--- src/rtl/sram_port_arbiter_pkg.sv ---
// Shared types and defaults for the two-master single-port SRAM arbiter.
package sram_port_arbiter_pkg;

   localparam int unsigned NUM_MASTERS    = 2;
   localparam int unsigned ADDR_WIDTH_DEF = 27;
   localparam int unsigned DATA_WIDTH_DEF = 32;
   localparam int unsigned NUM_WMASKS_DEF = 4;
   localparam int unsigned REQ_ADDR_W     = 32;

   typedef enum logic [1:0] {
      ST_IDLE = 2'd0,
      ST_WAIT = 2'd1,
      ST_RESP = 2'd2
   } state_e;

endpackage

--- src/rtl/sram_port_arbiter_rr_arbiter2.sv ---
// Two-way round-robin grant; the pointer moves only when a grant is issued.
module rr_arbiter2
   import sram_port_arbiter_pkg::*;
(
   input  logic                   clk_i,
   input  logic                   reset_i,
   input  logic [NUM_MASTERS-1:0] req_i,
   input  logic                   en_i,
   output logic [NUM_MASTERS-1:0] gnt_c_o
);

   // ptr_q = 1 means m1 has priority on a tie
   logic ptr_q;

   always_comb begin
      gnt_c_o = '0;
      if (en_i) begin
         if (req_i == 2'b11) begin
            gnt_c_o = ptr_q ? 2'b10 : 2'b01;
         end else begin
            gnt_c_o = req_i;
         end
      end
   end

   always_ff @(posedge clk_i) begin
      if (reset_i) begin
         ptr_q <= 1'b0;
      end else if (|gnt_c_o) begin
         ptr_q <= ~gnt_c_o[1];
      end
   end

endmodule

--- src/rtl/sram_port_arbiter.sv ---
// Shares one single-port SRAM between two request/response masters,
// one transaction in flight at a time, fixed two-cycle read latency.
module sram_port_arbiter
   import sram_port_arbiter_pkg::*;
#(
   parameter int unsigned ADDR_WIDTH = ADDR_WIDTH_DEF,
   parameter int unsigned DATA_WIDTH = DATA_WIDTH_DEF,
   parameter int unsigned NUM_WMASKS = NUM_WMASKS_DEF
) (
   input  logic                  clock,
   input  logic                  reset,
   input  logic                  m0_req_valid,
   output logic                  m0_req_ready,
   input  logic [REQ_ADDR_W-1:0] m0_req_addr,
   input  logic                  m0_req_we,
   input  logic [NUM_WMASKS-1:0] m0_req_wmask,
   input  logic [DATA_WIDTH-1:0] m0_req_wdata,
   output logic                  m0_rsp_valid,
   input  logic                  m0_rsp_ready,
   output logic [DATA_WIDTH-1:0] m0_rsp_rdata,
   input  logic                  m1_req_valid,
   output logic                  m1_req_ready,
   input  logic [REQ_ADDR_W-1:0] m1_req_addr,
   input  logic                  m1_req_we,
   input  logic [NUM_WMASKS-1:0] m1_req_wmask,
   input  logic [DATA_WIDTH-1:0] m1_req_wdata,
   output logic                  m1_rsp_valid,
   input  logic                  m1_rsp_ready,
   output logic [DATA_WIDTH-1:0] m1_rsp_rdata,
   output logic                  csb0,
   output logic                  web0,
   output logic [NUM_WMASKS-1:0] wmask0,
   output logic [ADDR_WIDTH-1:0] addr0,
   output logic [DATA_WIDTH-1:0] din0,
   input  logic [DATA_WIDTH-1:0] dout0
);

   state_e                 state_q;
   logic                   owner_q;
   logic                   we_q;
   logic [NUM_MASTERS-1:0] rsp_valid_q;
   logic [DATA_WIDTH-1:0]  rdata_q;

   logic [NUM_MASTERS-1:0] req_valid_c;
   logic [NUM_MASTERS-1:0] gnt_c;
   logic                   arb_en_c;
   logic                   accept_c;
   logic                   sel_c;
   logic                   sel_we_c;
   logic [REQ_ADDR_W-1:0]  sel_addr_c;
   logic [NUM_WMASKS-1:0]  sel_wmask_c;
   logic [DATA_WIDTH-1:0]  sel_wdata_c;
   logic                   rsp_ready_c;
   logic                   unused_addr_c;

   assign req_valid_c = {m1_req_valid, m0_req_valid};
   assign arb_en_c    = (state_q == ST_IDLE) && !reset;

   rr_arbiter2 u_arb (
      .clk_i   (clock),
      .reset_i (reset),
      .req_i   (req_valid_c),
      .en_i    (arb_en_c),
      .gnt_c_o (gnt_c)
   );

   assign accept_c    = |gnt_c;
   assign sel_c       = gnt_c[1];
   assign sel_we_c    = sel_c ? m1_req_we    : m0_req_we;
   assign sel_addr_c  = sel_c ? m1_req_addr  : m0_req_addr;
   assign sel_wmask_c = sel_c ? m1_req_wmask : m0_req_wmask;
   assign sel_wdata_c = sel_c ? m1_req_wdata : m0_req_wdata;
   assign rsp_ready_c = owner_q ? m1_rsp_ready : m0_rsp_ready;

   // Byte offset and bits above the SRAM word range are intentionally dropped
   assign unused_addr_c = ^sel_addr_c;

   assign m0_req_ready = gnt_c[0];
   assign m1_req_ready = gnt_c[1];

   // SRAM port is driven only in the accept cycle, idle values otherwise
   always_comb begin
      csb0   = 1'b1;
      web0   = 1'b1;
      wmask0 = '0;
      addr0  = '0;
      din0   = '0;
      if (accept_c) begin
         csb0  = 1'b0;
         web0  = ~sel_we_c;
         addr0 = sel_addr_c[ADDR_WIDTH+1:2];
         if (sel_we_c) begin
            wmask0 = sel_wmask_c;
            din0   = sel_wdata_c;
         end
      end
   end

   always_ff @(posedge clock) begin
      if (reset) begin
         state_q     <= ST_IDLE;
         owner_q     <= 1'b0;
         we_q        <= 1'b0;
         rsp_valid_q <= '0;
         rdata_q     <= '0;
      end else begin
         case (state_q)
            ST_IDLE: begin
               if (accept_c) begin
                  state_q <= ST_WAIT;
                  owner_q <= sel_c;
                  we_q    <= sel_we_c;
               end
            end
            ST_WAIT: begin
               rdata_q     <= we_q ? '0 : dout0;
               rsp_valid_q <= owner_q ? 2'b10 : 2'b01;
               state_q     <= ST_RESP;
            end
            ST_RESP: begin
               if (rsp_ready_c) begin
                  rsp_valid_q <= '0;
                  state_q     <= ST_IDLE;
               end
            end
            default: state_q <= ST_IDLE;
         endcase
      end
   end

   assign m0_rsp_valid = rsp_valid_q[0];
   assign m1_rsp_valid = rsp_valid_q[1];
   assign m0_rsp_rdata = rdata_q;
   assign m1_rsp_rdata = rdata_q;

endmodule

--- config.mk ---
export PLATFORM = sky130hd
export DESIGN_NAME = sram_port_arbiter
export DESIGN_NICKNAME = d
export VERILOG_FILES = /design/src/rtl/sram_port_arbiter_pkg.sv /design/src/rtl/sram_port_arbiter_rr_arbiter2.sv /design/src/rtl/sram_port_arbiter.sv
export SDC_FILE = /design/constraint.sdc
export NUM_CORES = 1
export LEC_CHECK = 0
export CORE_AREA = 2 2 120 122
export CTS_BUF_LIST = sky130_fd_sc_hd__clkbuf_16
export DETAILED_ROUTE_END_ITERATION = 7
export DIE_AREA = 0 0 122 124
export GPL_TIMING_DRIVEN = 0
export PLACE_DENSITY = 0.58
export REMOVE_ABC_BUFFERS = 1
export SYNTH_ARGS = -nofsm -noshare
export SYNTH_HDL_FRONTEND = slang
export SYNTH_HIERARCHICAL = 1
export SYNTH_SLANG_ARGS = --single-unit
--- constraint.sdc ---
create_clock -name clock -period 3.71 [get_ports clock]
set_input_delay 0.742 -clock clock [delete_from_list [all_inputs] [get_ports clock]]
set_output_delay 0.742 -clock clock [all_outputs]
set_load 0.01 [all_outputs]
# Word level (Yosys, flattened, before mapping)
# Index checks and enable logic that the tools add are counted.
# W data, S select, Z words.
# totals
wordCells	42
out_inout_bits	133
register_bits	39
inputBits	176
# classes
n_reduce_logical	8
n_bitwise	2
eq_ne	5
n_mux	21
# op_table
op	count
$mux W32	4
$mux W29	1
$mux W27	1
$mux W2	6
$mux W4	3
$pmux W2 S3	1
$reduce_and A2 Y1	3
$eq A2 B2 Y1 const B	2
$mux W1	4
$ne A2 B2 Y1 const B	2
$pmux W2 S2	1
$eq A2 B1 Y1 const B	1
$logic_not A2 Y1	1
$not A1 Y1	2
$reduce_bool A2 Y1	1
$reduce_or A2 Y1	1
$logic_and A1 B1 Y1	1
$logic_not A1 Y1	1

# Logic depth before layout (Yosys ltp)
# logic_depth
word_depth	6
mapped_depth	8
depth_no_buf	6

# Hierarchy
# The synthesis kept the hierarchy.
# modules_own_cells
module	seq_area_each_um2	instances	area_per_inst_um2	cells_each
sram_port_arbiter	760.7	1	2657.5	352
rr_arbiter2	20.0	1	55.1	8

# Least setup slack after synthesis
# OpenSTA, ideal clock, no wires.
# synth_timing
kind	input port to output port
startpoint	input reset
endpoint	output addr0[10]
cell_stages	7
arrival_time_ps	2253
required_time_ps	2968
n_path_buf	2
path_slack_ps	715
path_cell_list	nor3_1 -> nand2_1 -> a21oi_1 -> buf_2 -> clkbuf_1 -> nand2_1 -> o21ai_0
# synth_between
elab_chain_cells	5
elab_cells_between_ends	6
cone_classes	mux: 3; reduce/logical: 3
# synth_rtl
element	line	text
from (decl)	sram_port_arbiter.sv:11	input logic reset,
$logic_not A1 Y1	sram_port_arbiter.sv:57	assign arb_en_c = (state_q == ST_IDLE) && !reset;
$logic_and A1 B1 Y1	sram_port_arbiter.sv:57	
$mux W2	sram_port_arbiter_rr_arbiter2.sv:17	if (en_i) begin
net m0_req_ready	sram_port_arbiter.sv:13	output logic m0_req_ready,
$reduce_or A2 Y1	sram_port_arbiter.sv:67	assign accept_c = |gnt_c;
$mux W27	sram_port_arbiter.sv:88	if (accept_c) begin
to (decl)	sram_port_arbiter.sv:33	output logic [ADDR_WIDTH-1:0] addr0,
# The timed path passes the listed nets, and every way through them passes these cells.

# Worst setup path after layout
# layout_timing
startpoint	input reset
endpoint	output din0[8]
# layout_between
elab_chain_cells	6
elab_cells_between_ends	8
cone_classes	mux: 5; reduce/logical: 3
# layout_rtl
element	line	text
$logic_not A1 Y1 (*)	sram_port_arbiter.sv:57	
$logic_and A1 B1 Y1 (*)	sram_port_arbiter.sv:57	
net arb_en_c	sram_port_arbiter.sv:46	logic arb_en_c;
$mux W2 (*)	sram_port_arbiter_rr_arbiter2.sv:17	
$mux W32 / $mux W1 (equally long branches)	sram_port_arbiter.sv:72, sram_port_arbiter.sv:69	
$mux W32	sram_port_arbiter.sv:92	if (sel_we_c) begin
$mux W32 (*)	sram_port_arbiter.sv:88	
to (decl)	sram_port_arbiter.sv:34	output logic [DATA_WIDTH-1:0] din0,
# Mark *: on every way through the listed nets, which the timed path passes. The rest lies on a longest branch.

==> impl_metrics.yaml <==
sta:
  fmax_mhz: 279
  hold_viol: 0
  rsz0062_at_grt: "true"
  setup_viol: 0
  skew_ps: 5.67
  post-route-min-period_ps: 3580
  worstMarginPinSlew_ps: 968
  final.setup.tns_ps: 0
  slew_violations: 0
  timing.final.crit_share_pct: 96.6
  slew_headroom_pct: 35.4
power:
  leakagePower_nw: 2.03
  irDropWorstVdd_mv: 0.158
  power_density_nw_per_um2: 253
cells_and_area:
  fin_nets: 793
  area_growth_pct: 117
  drive_gt1_share_pct: 5.35
  diodes: 0
  design_area_um2: 5890
critical_path:
  reg2regPathDepth: 6
  crit_cells: 9
  worstPathRequired_ps: 2970
  path_class: "in2out"
  start_kind: "input pin"
  cp_max_fo: 39
  cpPeakStageDelay_ps: 490
  cp_cell_sequence: "buf_6 > nor3_4 > nand2_1 > a21oi_4 > buf_12 > buf_16 > mux2i_1 > nor2_1 > clkdlybuf4s50_1"
  critPathTopFamily: "buffers and inverters"
  crit_slowest_cell: "clkdlybuf4s50_1"
  crit_buf_inv: 4
  cp.arrival_ps: 2840
  cp-end-kind: "output port"
floorplanning:
  dieArea_um2: 15100
  io_pins: 309
  start_util_pct: 19.8
  die_w_um: 122
  coreArea_um2: 13700
  rows: 43
  die_y_um: 124
global_route:
  grt_usage_pct: 17.2
  grt_overflow: 0
  grt_pass1_wl_mm: 19.6
  grt_pass1_vias: 3450
  grt_max_degree: 40
  antenna_found_initial: 1
logic_synthesis:
  ys_seq_elements: 39
  synth-edff-count: 0
  synth_xor_area_share_pct: 0
  syn_area_per_cell_um2: 7.54
  yosys-top-cells-area: "dfxtp_1 (29%), mux2i_1 (14%), buf_4 (10%), nand3b_1 (9.1%), nand2_1 (9.0%)"
  synthSimpleGateAreaFrac_pct: 25.8
  synth-compound-area-share_pct: 16.1
  muxShareOfSynthArea_pct: 13.7
  netlist_instances: 360
  synth_top_flop_cell: "dfxtp_1"
  synth-seq-area-share_pct: 28.8
  synth_top_area_share_pct: 28.8
  syn_area_um2: 2710
  synth_fa_ha_area_share_pct: 0
  synth_most_common_cell: "nand2_1"
  synth_warnings: 6
  synth_largest_area_cell: "dfxtp_1"
  async_flop_share_pct: 0
  ys_types: 24
  synth_top_family_by_area: "simple AND/OR/NAND/NOR gates"
  synthTopCellsByCount: "nand2_1 (65), a21oi_1 (40), dfxtp_1 (39), nor2_1 (39), mux2i_1 (37)"
drt:
  ant_nets: 0
  post_drt_wl_per_cell_um: 17.4
  drt_pre_antenna_iters: 6
  wl_mm: 13.9
  drtIter0Drc: 116
  vias: 3478
  vias_per_cell: 4.36
  drc: 0
placed_design:
  gp_congestion: 0.819
  dp_hpwl_mm: 10.5
  place_area_um2: 5560
  port_buffers: 298
clock_network:
  hold_buffers: 0
  cts_sinks: 39
  cts_buffers: 5
  cts_tree: "built"
  cts_buffer_depth: 2
  clkSlewWorstSetupHoldPaths_ps: 50
  htree_levels: 2
  clock-root-buffer: "clkbuf_16"
  clock_latency_ps: 280
min_path:
  hold_depth: 2
  hold_path.class: "reg2reg"
run_status:
  status: "finished, final reports clean"
flow_run:
  cap_violations: 0
-- power by group --
group	switching (mW)	internal [mW]
Clock	0.158	0.241
Sequential	0.0319	0.443
Combinational	0.234	0.382
Total	0.424	1.07
-- per-stage QoR --
step           hold WS [ps]  total power [mW]  utilization (%)  instances  setup WS, ps
2_1_floorplan           468             0.675                -        298         -4070
3_3_place_gp            453              1.07             40.1        776         -8270
3_5_place_dp            463              1.07             40.5        778         -1480
4_1_cts                 471              1.51             42.5        795         0.262
5_1_grt                 483              1.58             42.9        797         -5.98
6_report                466              1.49             42.9        797           126
-- flip-flops by register name, indices dropped and copies added (netlist names) --
name and count:
m0_rsp_rdata 32, rsp_valid_q 2, state_q 2, owner_q 1, u_arb/ptr_q 1, we_q 1
-- worst paths after layout --
| path | from | slack (ps) | endpoint |
|---|---|---|---|
| max | reset | 130 | din0[8] |
| min | m0_rsp_rdata[7] | 470 | m0_rsp_rdata[7] |
| max reg2reg | state_q[1] | 1730 | we_q |
| min reg2reg | m0_rsp_rdata[7] | 470 | m0_rsp_rdata[7] |
-- area by class of cell --
| cell class | instances | area [um^2] |
|---|---|---|
| clock inverter | 2 | 8.76 |
| inverter | 3 | 11.3 |
| sequential | 39 | 781 |
| timing repair buffer | 309 | 3130 |
| multi-input combinational | 259 | 1610 |
| clock buffer | 5 | 125 |
| fill | 1388 | 7830 |
| tap | 180 | 225 |
-- worst reg2reg max path, cell delays in order (launching register included) --
cell and delay, ps:
dfxtp_1 390, nor3_4 290, nand2_1 170, a21oi_2 470
or2_1 230, a21oi_1 80, a311oi_1 260
-- layout by cell type, fill, tap and decap left out, types with 3 or more instances in the layout --
master             n
nor2_1            39
a21oi_1           38
dfxtp_1           39
clkbuf_16          6
inv_1              3
clkdlybuf4s50_1  295
mux2i_1           34
nand2_1           65
o21ai_0           15
buf_4              7
a22o_1            12
nand3b_1          33
-- per-layer routing --
layer / GRT usage (%) / wire length [um] / vias to the layer above
met3: 6.00 / 1460 / 13
li1: - / - / 1715
met2: 29.1 / 6520 / 191
met4: 4.45 / 194 / 2
met5: 0 / 12 / -
met1: 20.9 / 5690 / 1557
-- kinds of logic after synthesis --
group	after synthesis
simple gates	147
buf+inv	65
compound gates	72
flops	39
mux	37
-- repair_timing --
item | 4_1_cts | 5_1_grt
resized for setup | 10 | 5
endpoints found under the hold margin | 0 | 0
buffers inserted | 7 | 1
pin swaps | 2 | 1
cloned | 3 | 1
setup endpoints to repair | 67 | 48
Power figures use the tool's default switching activity.
